$ cat src/rtl/lfu_counter_bank.sv
// Per-set, per-way LFU use counters for a 4-way cache. Counters saturate
// on hits and are periodically halved by a full-bank aging sweep.
module lfu_counter_bank #(
    parameter int sizeCounter = 4,
    parameter int NUM_SETS    = 16,
    parameter int setBits     = 4
) (
    input  logic                   clk,
    input  logic                   rst,
    input  logic                   access_valid,
    output logic                   access_ready,
    input  logic [setBits-1:0]     access_set,
    input  logic                   hit,
    input  logic [3:0]             way_sel,
    input  logic                   decay_req,
    input  logic [setBits-1:0]     rd_set,
    output logic [sizeCounter-1:0] count0,
    output logic [sizeCounter-1:0] count1,
    output logic [sizeCounter-1:0] count2,
    output logic [sizeCounter-1:0] count3,
    output logic                   busy,
    output logic                   decay_done,
    output logic                   sel_err
);

    localparam logic [sizeCounter-1:0] CNT_MAX = '1;

    typedef enum logic {IDLE, DECAY} state_t;

    state_t                 state, state_nxt;
    logic [sizeCounter-1:0] cnt [NUM_SETS][4];
    logic [setBits-1:0]     sweep_idx;
    logic                   sat_pending;
    logic                   decay_done_r;
    logic                   sel_err_r;
    logic                   accept;
    logic                   sel_ok;
    logic                   sweep_last;
    logic                   sat_hit;
    logic                   enter_decay;

    function automatic logic [sizeCounter-1:0] sat_inc(input logic [sizeCounter-1:0] v);
        return (v == CNT_MAX) ? v : v + 1'b1;
    endfunction

    function automatic logic onehot4(input logic [3:0] s);
        return (s != 4'd0) && ((s & (s - 4'd1)) == 4'd0);
    endfunction

    assign accept     = access_valid && (state == IDLE);
    assign sel_ok     = onehot4(way_sel);
    assign sweep_last = (sweep_idx == setBits'(NUM_SETS - 1));

    // A hit on an already-saturated counter schedules an aging sweep.
    always_comb begin
        sat_hit = 1'b0;
        for (int w = 0; w < 4; w++) begin
            if (way_sel[w] && (cnt[access_set][w] == CNT_MAX))
                sat_hit = 1'b1;
        end
        sat_hit = sat_hit && accept && hit && sel_ok;
    end

    always_comb begin
        state_nxt   = state;
        enter_decay = 1'b0;
        case (state)
            IDLE: begin
                if (decay_req || sat_pending) begin
                    state_nxt   = DECAY;
                    enter_decay = 1'b1;
                end
            end
            DECAY: begin
                if (sweep_last)
                    state_nxt = IDLE;
            end
            default: state_nxt = IDLE;
        endcase
    end

    always_ff @(posedge clk) begin
        if (rst)
            state <= IDLE;
        else
            state <= state_nxt;
    end

    // Entering a sweep discards sat_pending: the sweep itself ages the
    // counter that saturated.
    always_ff @(posedge clk) begin
        if (rst) begin
            sweep_idx    <= '0;
            sat_pending  <= 1'b0;
            decay_done_r <= 1'b0;
            sel_err_r    <= 1'b0;
        end else begin
            decay_done_r <= (state == DECAY) && sweep_last;
            sel_err_r    <= accept && !sel_ok;
            if (enter_decay) begin
                sat_pending <= 1'b0;
                sweep_idx   <= '0;
            end else begin
                if (sat_hit)
                    sat_pending <= 1'b1;
                if (state == DECAY)
                    sweep_idx <= sweep_idx + 1'b1;
            end
        end
    end

    always_ff @(posedge clk) begin
        if (rst) begin
            for (int s = 0; s < NUM_SETS; s++)
                for (int w = 0; w < 4; w++)
                    cnt[s][w] <= '0;
        end else if (state == DECAY) begin
            for (int w = 0; w < 4; w++)
                cnt[sweep_idx][w] <= cnt[sweep_idx][w] >> 1;
        end else if (accept && sel_ok) begin
            for (int w = 0; w < 4; w++) begin
                if (way_sel[w])
                    cnt[access_set][w] <= hit ? sat_inc(cnt[access_set][w])
                                              : sizeCounter'(1);
            end
        end
    end

    assign count0       = cnt[rd_set][0];
    assign count1       = cnt[rd_set][1];
    assign count2       = cnt[rd_set][2];
    assign count3       = cnt[rd_set][3];
    assign busy         = (state == DECAY);
    assign access_ready = (state == IDLE);
    assign decay_done   = decay_done_r;
    assign sel_err      = sel_err_r;

endmodule

$ cat config.mk
export PLATFORM = sky130hd
export DESIGN_NAME = lfu_counter_bank
export DESIGN_NICKNAME = d
export VERILOG_FILES = /design/src/rtl/lfu_counter_bank.sv
export SDC_FILE = /design/constraint.sdc
export NUM_CORES = 1
export LEC_CHECK = 0
export CORE_MARGIN = 4
export CORE_UTILIZATION = 25
export CTS_CLUSTER_DIAMETER = 60
export DETAILED_ROUTE_END_ITERATION = 8
export PLACE_DENSITY_LB_ADDON = 0.15
export SETUP_SLACK_MARGIN = 0.2
export SYNTH_ARGS = -nofsm -noshare
export SYNTH_HDL_FRONTEND = slang
export SYNTH_SLANG_ARGS = --single-unit
$ cat constraint.sdc
create_clock -name clk -period 4.6 [get_ports clk]
set_clock_uncertainty 0.05 [all_clocks]
set_input_delay 0.92 -clock clk [delete_from_list [all_inputs] [get_ports clk]]
set_output_delay 0.92 -clock clk [all_outputs]
set_load 0.05 [all_outputs]
Yosys cells after proc, flatten, opt, wreduce, memory -nomap -nowiden
Memories as Yosys holds them, arrays and structs flattened. A register that Yosys moved wholly into a read port is not among the register bits.
Cells that the tools add are included.
W data, S select, Z words.

word-level totals
  flip-flop bits (word level) = 8
  bits in writable memories = 256
  input port bits = 17
  output and inout port bits = 20
  logic and storage cells = 87
  memories kept = 1

cells by class
  add/subtract/negate cells = 6
  equality and inequality tests = 5
  muxes and demuxes = 49
  bitwise operators = 2
  reductions and logical operators = 19

memories
  name  depth  width  read ports  clocked after Yosys merged registers in  write ports  line  RTL
  cnt   16     16     3           1                                        16           31    logic [sizeCounter-1:0] cnt [NUM_SETS][4];

operators with widths
  kind                   number
  $mux W4                13
  $mux W1                33
  $mux W16               2
  $reduce_or A16 Y1      2
  $add A4 B1 Y4 const B  5
  $eq A4 B4 Y1 const B   5
  $logic_and A1 B1 Y1    12
  $and A4 B4 Y4          1
  $logic_not A4 Y1       1
  $reduce_bool A4 Y1     1
  $sub A4 B1 Y4 const B  1
  $pmux W1 S2            1
  $reduce_or A2 Y1       1
  $logic_not A1 Y1       1
  $logic_or A1 B1 Y1     1
  $not A1 Y1             1

Logic depth before layout (Yosys ltp)
Gate-level depths: netlist of run 1.

  word-level depth = 11
  gate-level depth with buffers = 12
  gate-level depth less buffers = 9

Worst setup path before layout of run 1
Ideal clock, no wire load.

  kind = input to output
  start point = input rd_set[0]
  end point = output count0[2]
  data arrival time = 3.028 ns
  required time = 3.630 ns
  slack = 0.602 ns
  cell stages on the path = 4
  path buffers = 2
  path through = clkbuf_1 buf_1 mux4_2 mux4_2

between the ends
  cells in the longest elaborated chain, start to end = 1

ends and longest elaborated chain
  item             line  RTL
  from (decl)      16    input logic [setBits-1:0] rd_set,
  $mem_v2 Z16 W16  n/a
  to (decl)        17    output logic [sizeCounter-1:0] count0,

Every way passes these cells.

==> run metrics, run 1 <==
outcome=completed; RSZ-0062 raised after global routing=false; mean area per synthesized cell=13.9 um^2; kind of critical path=in2reg; layout net count=1307; clock transition time at the flip-flop clock pins of the worst setup and hold paths=0.06 ns; Hold WS=0.420 ns; antenna fix cells=0; Final min period=4.22 ns; Total Routing Usage GR=16.7%; final setup TNS=0 ns; critical-path cell list=clkdlybuf4s50_1, xor2_1, o211ai_1, a21oi_4, buf_12, o31ai_1, nand2_1, nand2b_1; via count=11100; initial antenna violation count=0; top_reg_cell synth=edfxtp_1; setup violators final=0; Post-Syn Nets=1197; post-CTS sizing=0; mapped cell area=0.0164 mm^2; Starting Density=25.3%; DIE AREA=0.0696 mm^2; Skew-Pair Late Insertion Delay=0.56 ns; CP required=4.77 ns; setup repair bufs after CTS=0; largest net degree at the start of global routing=70; number of synthesized flops with an enable pin=256; drt wl/cell=27.0 um; clk buf depth=3; area grow syn2layout=19.5%; CTS tree=built; sequential area share after synthesis=48.5%; reg2reg setup slack=1.12 ns; Root Buffer=clkbuf_16; CTS Buf Count=36; Crit-path slowest cell=o31ai_1; cts hold-fix bufs=0; crit start category=input port; H-Tree Depth=2; antenna-violating nets left=0; vias in the first global route=11500; FFs w/ async S/R, synth=0%; Slew @ Worst Pin=1.42 ns; routed vias/inst=5.11; Max-slew headroom=4.38%; highest cell delay on the worst timing path=1.15 ns; Final Cycle Share=91.8%; dpl hpwl=43000 um; Worst Hold Class=reg2reg; Post-route DRC=0; final hold viol count=0; Max-cap violations=0; I/O Pins=37; Max Freq=237 MHz; instance count of the mapped netlist=1175; R2R cell count=8; Post-Route WL=58600 um; YS warnings=0; reg-to-reg endpoint=sat_pending; Final Cell Area=0.0195 mm^2; Min-Delay Path Depth=1; FILL cells=6488; Hold Startpoint=sat_pending; Detailed Routing Iterations Pass 1=5; unique cell type count in the Yosys netlist=50; number of port buffers=36; gpl congestion=0.864; P per Cell Area=343 mW/mm^2; Die H=264 um; Die X=264 um; initial drt markers=1077; grt ovf=0; core area=0.0646 mm^2; Worst Hold End=sat_pending; leakage power=0.00652 uW; row count=93; dpl cell area=0.0184 mm^2; first-pass GRT wire length=85400 um; CP Capture Type=flop; worst vdd ir=0.214 mV; share of cells above drive strength 1=34.7%; worst-path fanout max=14; WP data arrival=4.40 ns; Final Slew Violations=0; Seq cells post-synth=268; reg-to-reg critical path startpoint=cnt[13][13]; clock sinks=268
## power by group
part	switching, uW	internal [uW]	leakage, uW
registers	94.9	2760	0.00274
logic	610	444	0.00320
clock network	1120	1680	0.000571
total	1830	4880	0.00652
## cell type report
type	instances	area, um^2	area share (%)
clock buffer	48	977	5.00
timing repair buffer	174	1460	7.47
inverter	11	41.3	0.211
clock inverter	18	191	0.979
multi-input combinational	794	7880	40.3
sequential	268	7930	40.6
tap	855	1070	5.47
## cells in the final DEF, fill, tap and decap left out, types with 3 or more instances in the layout
master,Yosys,final
dfxtp_1,12,10
edfxtp_1,256,256
xor2_1,3,3
buf_12,1,10
inv_1,11,11
a22oi_1,18,18
o21ai_1,2,3
mux4_2,196,196
nor3_2,21,21
nand3_1,10,10
nand2b_1,69,69
o32a_1,4,4
clkbuf_1,46,10
buf_4,7,147
o31ai_1,9,5
a21o_1,6,6
buf_2,23,3
o22ai_2,4,4
o41ai_1,6,6
clkinv_1,0,3
a22o_1,7,7
clkinv_2,0,5
mux2i_1,37,37
nand4_1,10,10
clkbuf_16,0,37
nand2_1,74,73
xnor2_1,5,5
and3_1,4,4
o22a_2,4,4
clkdlybuf4s50_1,0,13
nor2_1,214,214
nand4b_1,11,11
nor3_1,47,47
o31ai_2,0,4
bufinv_16,0,3
ha_1,5,5
nor2b_1,5,5
## worst max-delay path by stage
stage                            to        from  cells after the start
after floorplan           count0[2]   rd_set[0]                      4
after global placement    cnt[9][6]  way_sel[3]                      8
after detailed placement  cnt[9][6]  way_sel[3]                      8
after CTS                 cnt[9][6]  way_sel[3]                      8
after global routing      cnt[9][6]  way_sel[2]                      8
final                     cnt[9][6]  way_sel[2]                      8
## per-stage QoR
| step | power, uW | worst slack [ns] | utilization (%) | cells |
|---|---|---|---|---|
| 2_1_floorplan | 3560 | 0.602 | - | 1175 |
| 3_3_place_gp | 3980 | -0.0621 | 28.5 | 2102 |
| 3_5_place_dp | 3970 | -0.0993 | 28.5 | 2102 |
| 4_1_cts | 6810 | 0.480 | 30.3 | 2168 |
| 5_1_grt | 6960 | 0.342 | 30.3 | 2168 |
| 6_report | 6710 | 0.375 | 30.3 | 2168 |
## layer usage
| metal | track usage, % | vias up | wire length, um |
|---|---|---|---|
| li1 | - | 4858 | - |
| met1 | 22.8 | 5854 | 25700 |
| met2 | 28.0 | 317 | 28700 |
| met3 | 3.32 | 60 | 3220 |
| met4 | 3.27 | 0 | 915 |
| met5 | 0 | - | 0 |
## cells in the mapped netlist (all sizes together), types with 10 or more instances
cell type,n,area [um^2]
edfxtp,256,7690
nor2,214,803
mux4,196,4410
nand2,74,278
nand2b,69,432
nor3,68,445
buf,54,364
clkbuf,48,183
mux2i,37,370
a22oi,18,135
dfxtp,12,240
nand3,12,70.1
inv,11,41.3
nand4b,11,96.3
nand4,10,62.6
## critical path, delay by kind of cell
kind | cells | cell delay, ns
AO/OA/AOI/OAI | 3 | 1.68
XOR/XNOR | 1 | 0.23
AND/OR/NAND/NOR | 2 | 0.71
buffers and inverters | 2 | 0.83
## flip-flops by register name (all words and copies together), names as in the netlist, named ones only
register and cells:
sweep_idx 4, cnt 256, decay_done 1, sat_pending 1, sel_err 1, busy 1
## cells by family after synthesis
kind of cell	synth area share, %
xor+xnor	0.428
compound gates	3.74
simple gates	14.0
buf+inv	3.60
fa+ha+maj	0.382
mux	29.4
flops	48.5
Note: power is estimated with default switching activity, not from simulation.
==> run 2: changes to the inputs <==
Settings changed: CAP_MARGIN set to 20.
==> run 2 against run 1 <==
  * Core utilization about the same
  * Clock power about the same
  * Flip-flop and latch count unchanged
  * Design area is 0.12% higher
  * Critical path type unchanged
==> run metrics, run 2 (same netlist as run 1, synthesis figures left out) <==
commonest non-fill, non-tap cell in the layout=edfxtp_1; Hold Startpoint=sat_pending; reg-to-reg critical path startpoint=cnt[13][13]; number of port buffers=36; largest net degree at the start of global routing=70; Final Slew Violations=0; grt ovf=0; biggest regs=cnt (256), sweep_idx (4); vias in the first global route=11500; layout net count=1309; share of cells above drive strength 1=34.9%; Die H=264 um; Skew-Pair Late Insertion Delay=0.55 ns; WP data arrival=4.47 ns; clk buf depth=3; dpl hpwl=43100 um; drt wl/cell=27.1 um; worst slack at placement=0.0845 ns; RSZ-0062 raised after global routing=false; row count=93; Cell Count Post-Placement=2104; kind of critical path=in2reg; Final Cycle Share=89.6%; Slew @ Worst Pin=1.11 ns; CP required=4.95 ns; routed vias/inst=5.16; commonest non-fill, non-tap cells in the layout=edfxtp_1, nor2_1, mux4_2; Final min period=4.12 ns; clock sinks=268; cts hold-fix bufs=0; Total Routing Usage GR=16.7%; post-CTS sizing=0; worst vdd ir=0.200 mV; crit start category=input port; Max-cap violations=0; antenna-violating nets left=0; CTS tree=built; Post-route DRC=0; final setup TNS=0 ns; Max Freq=243 MHz; Layout Cells excl Fill=2170; final worst setup slack=0.479 ns; initial drt markers=987; reg-to-reg endpoint=sat_pending; antenna fix cells=0; setup repair bufs after CTS=0; Detailed Routing Iterations Pass 1=5; R2R cell count=8; core area=0.0646 mm^2; Worst Hold Class=reg2reg; outcome=completed; DIE AREA=0.0696 mm^2; Die X=264 um; first-pass GRT wire length=85100 um; P per Cell Area=344 mW/mm^2; Max-slew headroom=24.8%; CTS Buf Count=36; Post-Route WL=58700 um; Min-Delay Path Depth=1; Worst Hold End=sat_pending; reg2reg setup slack=1.05 ns; clock transition time at the flip-flop clock pins of the worst setup and hold paths=0.06 ns; CP Capture Type=flop; Starting Density=25.3%; area grow syn2layout=19.7%; leakage power=0.00653 uW; final hold viol count=0; I/O Pins=37; worst-path fanout max=28; gpl congestion=0.864; initial antenna violation count=0; setup violators final=0; H-Tree Depth=2; max reg flops=256; Reg with most FFs=cnt; Root Buffer=clkbuf_16; via count=11200
## run 2: layout make-up
cell class	instances	area (um^2)
Multi-Input combinational cell	794	7880
Timing Repair Buffer	176	1480
Tap cell	855	1070
Clock inverter	21	200
Fill cell	6513	45000
Sequential cell	268	7930
Inverter	11	41.3
Clock buffer	45	976
## run 2: where the power goes
group          internal [uW]  switching (uW)
clock network           1690            1130
registers               2760            96.4
logic                    444             613
## run 2: worst max-delay path by stage
stage	startpoint	end	slack [ns]	cells past startpoint
after global routing	access_set[1]	sat_pending	0.42	10
after detailed placement	access_set[1]	sat_pending	0.08	10
after floorplan	rd_set[0]	count0[2]	0.60	4
after CTS	access_set[1]	sat_pending	0.68	10
final	access_set[1]	sat_pending	0.48	10
after global placement	way_sel[3]	cnt[9][6]	-0.06	8
## run 2: metrics by stage
step | power [uW] | instance area (um^2) | util [%] | hold slack, ns
final | 6730 | 19600 | 30.3 | 0.426
after global placement | 3980 | 18400 | 28.5 | 0.407
after detailed placement | 3970 | 18400 | 28.5 | 0.407
after floorplan | 3560 | 16400 | - | 0.383
after CTS | 6810 | 19600 | 30.3 | 0.420
after global routing | 6970 | 19600 | 30.3 | 0.436
## run 2: layer usage
metal | wire, um | GRT usage (%) | vias up
met1 | 25600 | 22.5 | 5888
met2 | 28400 | 27.5 | 361
met4 | 1100 | 3.78 | 0
li1 | - | - | 4871
met5 | 0 | 0 | -
met3 | 3660 | 3.82 | 67
## run 2: critical path, cell delays in order
cell	delay (ns)
buf_4	0.44
buf_12	0.29
mux4_2	0.39
mux4_2	0.54
ha_1	0.29
nand4b_1	0.13
a21oi_2	0.13
a22o_1	0.34
a221oi_1	0.77
o2bb2ai_1	0.16
